$ cat config.mk
export PLATFORM = sky130hd
export DESIGN_NAME = imem_loader
export DESIGN_NICKNAME = d
export VERILOG_FILES = /design/src/rtl/imem_pkg.sv /design/src/rtl/imem_loader_word_assembler.sv /design/src/rtl/imem_loader.sv
export SDC_FILE = /design/constraint.sdc
export NUM_CORES = 1
export LEC_CHECK = 0
export BUFFER_PORTS_ARGS = -buffer_cell sky130_fd_sc_hd__buf_2
export CORE_UTILIZATION = 55
export DETAILED_ROUTE_END_ITERATION = 8
export GPL_TIMING_DRIVEN = 0
export PLACE_DENSITY = 0.77
export SETUP_SLACK_MARGIN = 0.5
export SYNTH_ARGS = -nofsm -noshare
export SYNTH_HDL_FRONTEND = slang
export SYNTH_HIERARCHICAL = 1
export SYNTH_SLANG_ARGS = --single-unit
$ cat constraint.sdc
create_clock -name clk -period 3.8 [get_ports clk]
set_input_delay 0.38 -clock clk [delete_from_list [all_inputs] [get_ports clk]]
set_output_delay 0.38 -clock clk [all_outputs]
set_load 0.005 [all_outputs]
$ cat src/rtl/imem_pkg.sv
// Shared definitions for the instruction memory, fetch stage and boot loader.
// The default ADDR_W lives here so that memory depth agrees everywhere.
package imem_pkg;

  typedef enum logic [2:0] {
    IDLE  = 3'd0,
    DATA  = 3'd1,
    CHECK = 3'd2,
    DONE  = 3'd3,
    ERR   = 3'd4
  } state_e;

  localparam int WORD_W         = 32;
  localparam int BYTES_PER_WORD = 4;
  localparam int IMEM_ADDR_W    = 8;

endpackage

$ cat src/rtl/imem_loader_word_assembler.sv
// Packs accepted bytes into a little-endian instruction word. word_done flags
// the 4th byte combinationally, and word is the completed value in that cycle.
module word_assembler
  import imem_pkg::*;
(
  input  logic              clk,
  input  logic              rst,
  input  logic              clr,
  input  logic              byte_vld,
  input  logic [7:0]        byte_data,
  output logic [WORD_W-1:0] word,
  output logic              word_done
);

  localparam int LANE_W = $clog2(BYTES_PER_WORD);

  logic [LANE_W-1:0] lane_p0;
  logic [WORD_W-1:0] shreg_p0;

  assign word      = {byte_data, shreg_p0[WORD_W-1:8]};
  assign word_done = byte_vld && (lane_p0 == LANE_W'(BYTES_PER_WORD - 1));

  always_ff @(posedge clk or negedge rst) begin
    if (!rst)
      lane_p0 <= '0;
    else if (clr)
      lane_p0 <= '0;
    else if (byte_vld)
      lane_p0 <= lane_p0 + LANE_W'(1);
  end

  // stage p0: byte shift register, fully overwritten every four bytes
  always_ff @(posedge clk) begin
    if (byte_vld)
      shreg_p0 <= {byte_data, shreg_p0[WORD_W-1:8]};
  end

endmodule

$ cat src/rtl/imem_loader.sv
// Boot-time instruction memory loader: count byte, 4N little-endian data bytes,
// XOR checksum byte. The core stays in reset until a load verifies.
module imem_loader
  import imem_pkg::*;
#(
  parameter int ADDR_W = IMEM_ADDR_W
) (
  input  logic              clk,
  input  logic              rst,
  input  logic              in_valid,
  input  logic [7:0]        in_data,
  output logic              in_ready,
  input  logic              restart_i,
  output logic              we_o,
  output logic [ADDR_W-1:0] waddr_o,
  output logic [WORD_W-1:0] wdata_o,
  output logic              cpu_rst_o,
  output logic              done_o,
  output logic              err_o,
  output logic [ADDR_W:0]   words_o
);

  state_e            state_p0, state_nxt;
  logic [ADDR_W-1:0] last_idx_p0;
  logic [ADDR_W-1:0] word_idx_p0;
  logic [7:0]        xor_p0;
  logic              accept, data_acc, start_acc, restart_ok;
  logic              word_done;
  logic [WORD_W-1:0] asm_word;

  assign in_ready   = (state_p0 == IDLE) || (state_p0 == DATA) || (state_p0 == CHECK);
  assign accept     = in_valid && in_ready;
  assign start_acc  = accept && (state_p0 == IDLE);
  assign data_acc   = accept && (state_p0 == DATA);
  assign restart_ok = restart_i && ((state_p0 == DONE) || (state_p0 == ERR));

  word_assembler u_asm (
    .clk       (clk),
    .rst       (rst),
    .clr       (start_acc),
    .byte_vld  (data_acc),
    .byte_data (in_data),
    .word      (asm_word),
    .word_done (word_done)
  );

  always_comb begin
    state_nxt = state_p0;
    case (state_p0)
      IDLE:     if (accept) state_nxt = DATA;
      DATA:     if (word_done && (word_idx_p0 == last_idx_p0)) state_nxt = CHECK;
      CHECK:    if (accept) state_nxt = (in_data == xor_p0) ? DONE : ERR;
      DONE, ERR: if (restart_i) state_nxt = IDLE;
      default:  state_nxt = IDLE;
    endcase
  end

  // stage p0: status outputs are decoded from the next state so they land
  // in the same cycle as the state change
  always_ff @(posedge clk or negedge rst) begin
    if (!rst) begin
      state_p0    <= IDLE;
      last_idx_p0 <= '0;
      word_idx_p0 <= '0;
      xor_p0      <= '0;
      we_o        <= 1'b0;
      waddr_o     <= '0;
      wdata_o     <= '0;
      cpu_rst_o   <= 1'b1;
      done_o      <= 1'b0;
      err_o       <= 1'b0;
      words_o     <= '0;
    end else begin
      state_p0  <= state_nxt;
      we_o      <= word_done;
      done_o    <= (state_nxt == DONE);
      err_o     <= (state_nxt == ERR);
      cpu_rst_o <= (state_nxt != DONE);

      if (start_acc) begin
        last_idx_p0 <= in_data[ADDR_W-1:0];
        word_idx_p0 <= '0;
        xor_p0      <= in_data;
      end

      if (data_acc)
        xor_p0 <= xor_p0 ^ in_data;

      // word_idx may wrap after the last word of a full-depth load; it is
      // not used again before the next count byte reloads it
      if (word_done) begin
        waddr_o     <= word_idx_p0;
        wdata_o     <= asm_word;
        word_idx_p0 <= word_idx_p0 + ADDR_W'(1);
        words_o     <= words_o + (ADDR_W + 1)'(1);
      end

      if (restart_ok)
        words_o <= '0;
    end
  end

endmodule

==> impl_metrics.py <==
metrics = {
    "power_and_ir_drop": {
        "p_leak_nw": 2.307,
        "p_per_area_nw_per_um2": 705.3,
        "peakVddDrop_uv": 339.0,
    },
    "detailed_routing": {
        "drt_pass1_iterations": 4,
        "vias_per_cell": 5.305,
        "drtAntennaViolNets": 0,
        "drc": 0,
        "num_vias": 2822,
        "drt-total-wl_mm": 7.997,
        "wire_per_inst_um": 15.03,
        "drtIter0Drc": 118,
    },
    "cells_and_area": {
        "area_delta_synth_final_pct": 16.68,
        "drive_gt1_share_pct": 34.19,
        "num_antenna_cells": 0,
        "instances_no_fill": 532,
        "fin_nets": 440,
    },
    "die": {
        "initial_core_util_pct": 56.99,
        "die_x_um": 91.49,
        "core_um2": 7727,
        "dieArea_um2": 8370,
        "rows": 32,
        "fp.dieH_um": 91.49,
        "ioPinCount": 66,
    },
    "global_routing": {
        "grtUsageTotal_pct": 20.29,
        "grt_remaining_overflow": 0,
        "grt_max_degree": 54,
        "antenna_found_initial": 0,
        "grt_pass1_vias": 2731,
        "grt_pass1_wl_mm": 13.13,
    },
    "critical_path": {
        "path_cells": "clkbuf_1 > nor3b_1 > and2_4 > and2_2 > buf_2 > buf_2 > clkbuf_1 > nand4_1 > mux2i_1",
        "reg2reg_setup_slack_ns": 0.88,
        "arrival_ns": 3.22,
        "crit_type": "register to register",
        "cp_slowest_cell": "and2_4",
        "cp_max_fo": 27,
        "max_stage_delay_ns": 0.46,
        "crit_path_start_kind": "register",
        "required_ns": 4.10,
        "end_kind": "register",
    },
    "clock_network": {
        "htreeDepth": 3,
        "clock_latency_ns": 0.37,
        "clockBufferDepth": 2,
        "post_cts_buffers": 0,
        "cts_made_buffers": 9,
        "cts_tree": "built",
        "cts.sinks": 106,
        "cts_root_buf": "clkbuf_8",
        "clkTransAtPathRegs_ns": 0.10,
    },
    "place": {
        "dpl.hpwl_mm": 5.446,
        "place_congestion": 0.8313,
        "place_ws_ns": 0.3037,
        "port_buffers": 65,
        "dp.cells": 515,
    },
    "status": {
        "status": "completed",
    },
    "synthesis": {
        "netlist_top_cells_area": "dfrtp_1 46%, edfxtp_1 16%, mux2_2 10%",
        "ys_seq_area_share_pct": 62.98,
        "synth_warnings": 6,
        "synth-main-ff-cell": "dfrtp_1",
        "synthArstFlopShare_pct": 77.36,
        "synth_edf_count": 24,
        "synthesis.nets": 362,
        "synth_cell_types": 38,
        "syn_avg_cell_area_um2": 12.69,
        "ys_seq_elements": 106,
        "yosysTopAreaCell": "dfrtp_1",
        "synth.most_common_cell": "dfrtp_1",
        "yosysTopAreaCellShare_pct": 46.02,
        "syn_area_um2": 4404,
        "netlist_top_cells_count": "81 x dfrtp_1, 41 x mux2_2, 39 x nand2_1, 24 x a21oi_1, 24 x edfxtp_1",
        "syn_inst": 347,
    },
    "timing": {
        "fin_skew_ns": 0.01387,
        "finalCritPeriodShare_pct": 76.75,
        "slew_violations": 0,
        "setup_viol_count_final": 0,
        "tns_ns": 0,
        "max_freq_mhz": 342.9,
        "fin_crit_ns": 2.916,
        "slew-limit-headroom_pct": 71.40,
        "hold_viol": 0,
        "fin_ws_ns": 0.8836,
        "grt_setup_unrepaired": "false",
        "worstMarginPinSlew_ns": 0.4290,
    },
    "min_path": {
        "hold_class": "input port to register",
    },
    "job": {
        "drv_cap": 0,
    },
}
[final timing paths]
check                                    from            endpoint  cells after the start
hold reg to reg            u_asm/shreg_p0[27]  u_asm/shreg_p0[19]                      0
min in group asynchronous                 rst          words_o[6]                      2
setup / recovery                  state_p0[0]      word_idx_p0[6]                      9
setup reg to reg                  state_p0[0]      word_idx_p0[6]                      9
hold / removal                     in_data[2]      last_idx_p0[2]                      3
max in group asynchronous                 rst           cpu_rst_o                      3
[power by group]
part           internal [mW]  total (mW)  switching, mW
logic                  0.553        1.03          0.481
clock network          0.441       0.813          0.372
registers               1.55        1.78          0.231
total                   2.54        3.62           1.08
[worst max-delay path, delay by kind of cell, from the launching register on]
family | cells | cell delay (ns)
simple gates | 4 | 1.25
buf+inv | 4 | 1.12
flops | 1 | 0.34
mux | 1 | 0.14
[per-layer routing]
metal  up-vias  global-route usage, %  wire [um]
met3        10                  3.350        302
met4         0                  7.937        138
li1       1361                      -          -
met5         -                      0          0
met2        62                  32.64       3847
met1      1389                  27.71       3709
[timing repair]
| action | 4_1_cts | 5_1_grt |
|---|---|---|
| endpoints found under the hold margin | 29 | 0 |
| hold buffers | 1 | 0 |
| setup endpoints to repair | 49 | 8 |
| cloned | 0 | 0 |
| pin swaps | 0 | 0 |
| gates resized for setup | 1 | 1 |
[logic make-up (layout without fill, tap and decap cells)]
kind of cell | after synthesis | after routing | share of synthesized area (%)
flops | 106 | 106 | 62.98
simple gates | 96 | 96 | 10.68
compound gates | 46 | 46 | 5.654
mux | 45 | 45 | 11.39
xor+xnor | 26 | 26 | 5.170
buf+inv | 25 | 108 | 3.267
fa+ha+maj | 3 | 3 | 0.8524
[cell type report]
| cell class | instances | area [um^2] |
|---|---|---|
| Sequential cell | 106 | 2774 |
| Fill cell | 605 | 2589 |
| Multi-Input combinational cell | 216 | 1489 |
| Timing Repair Buffer | 67 | 365.4 |
| Buffer | 23 | 135.1 |
| Clock buffer | 10 | 127.6 |
| Tap cell | 102 | 127.6 |
| Clock inverter | 6 | 111.4 |
| Inverter | 2 | 8.758 |
[through the flow]
step	total power [mW]	utilization [%]	hold WS, ns	cell area [um^2]
after CTS	3.658	66.48	0.3041	5137
final	3.624	66.50	0.3110	5139
after global routing	3.838	66.50	0.3105	5139
after floorplan	2.425	-	0.08441	4404
after detailed placement	2.841	63.24	0.3427	4887
after global placement	2.776	62.86	0.4245	4857
[layout by cell type (no fill, tap or decap), types with 8 or more instances in the layout]
master / Yosys / layout
a21oi_1: 24 / 24
buf_2: 9 / 73
buf_4: 8 / 9
clkbuf_8: 0 / 9
dfrtp_1: 81 / 81
edfxtp_1: 24 / 24
mux2_2: 41 / 41
nand2_1: 39 / 39
nand3_1: 12 / 12
nand4_1: 8 / 8
nor2_1: 15 / 15
o21ai_0: 15 / 15
xnor2_1: 21 / 21
[flip-flops by register name, summed over array words and instances (netlist names)]
register	cells
wdata_o	32
u_asm/shreg_p0	24
words_o	9
last_idx_p0	8
waddr_o	8
word_idx_p0	8
xor_p0	8
state_p0	3
u_asm/lane_p0	2
cpu_rst_o	1
done_o	1
err_o	1
we_o	1
No activity file was read; power rests on OpenSTA's default activity.
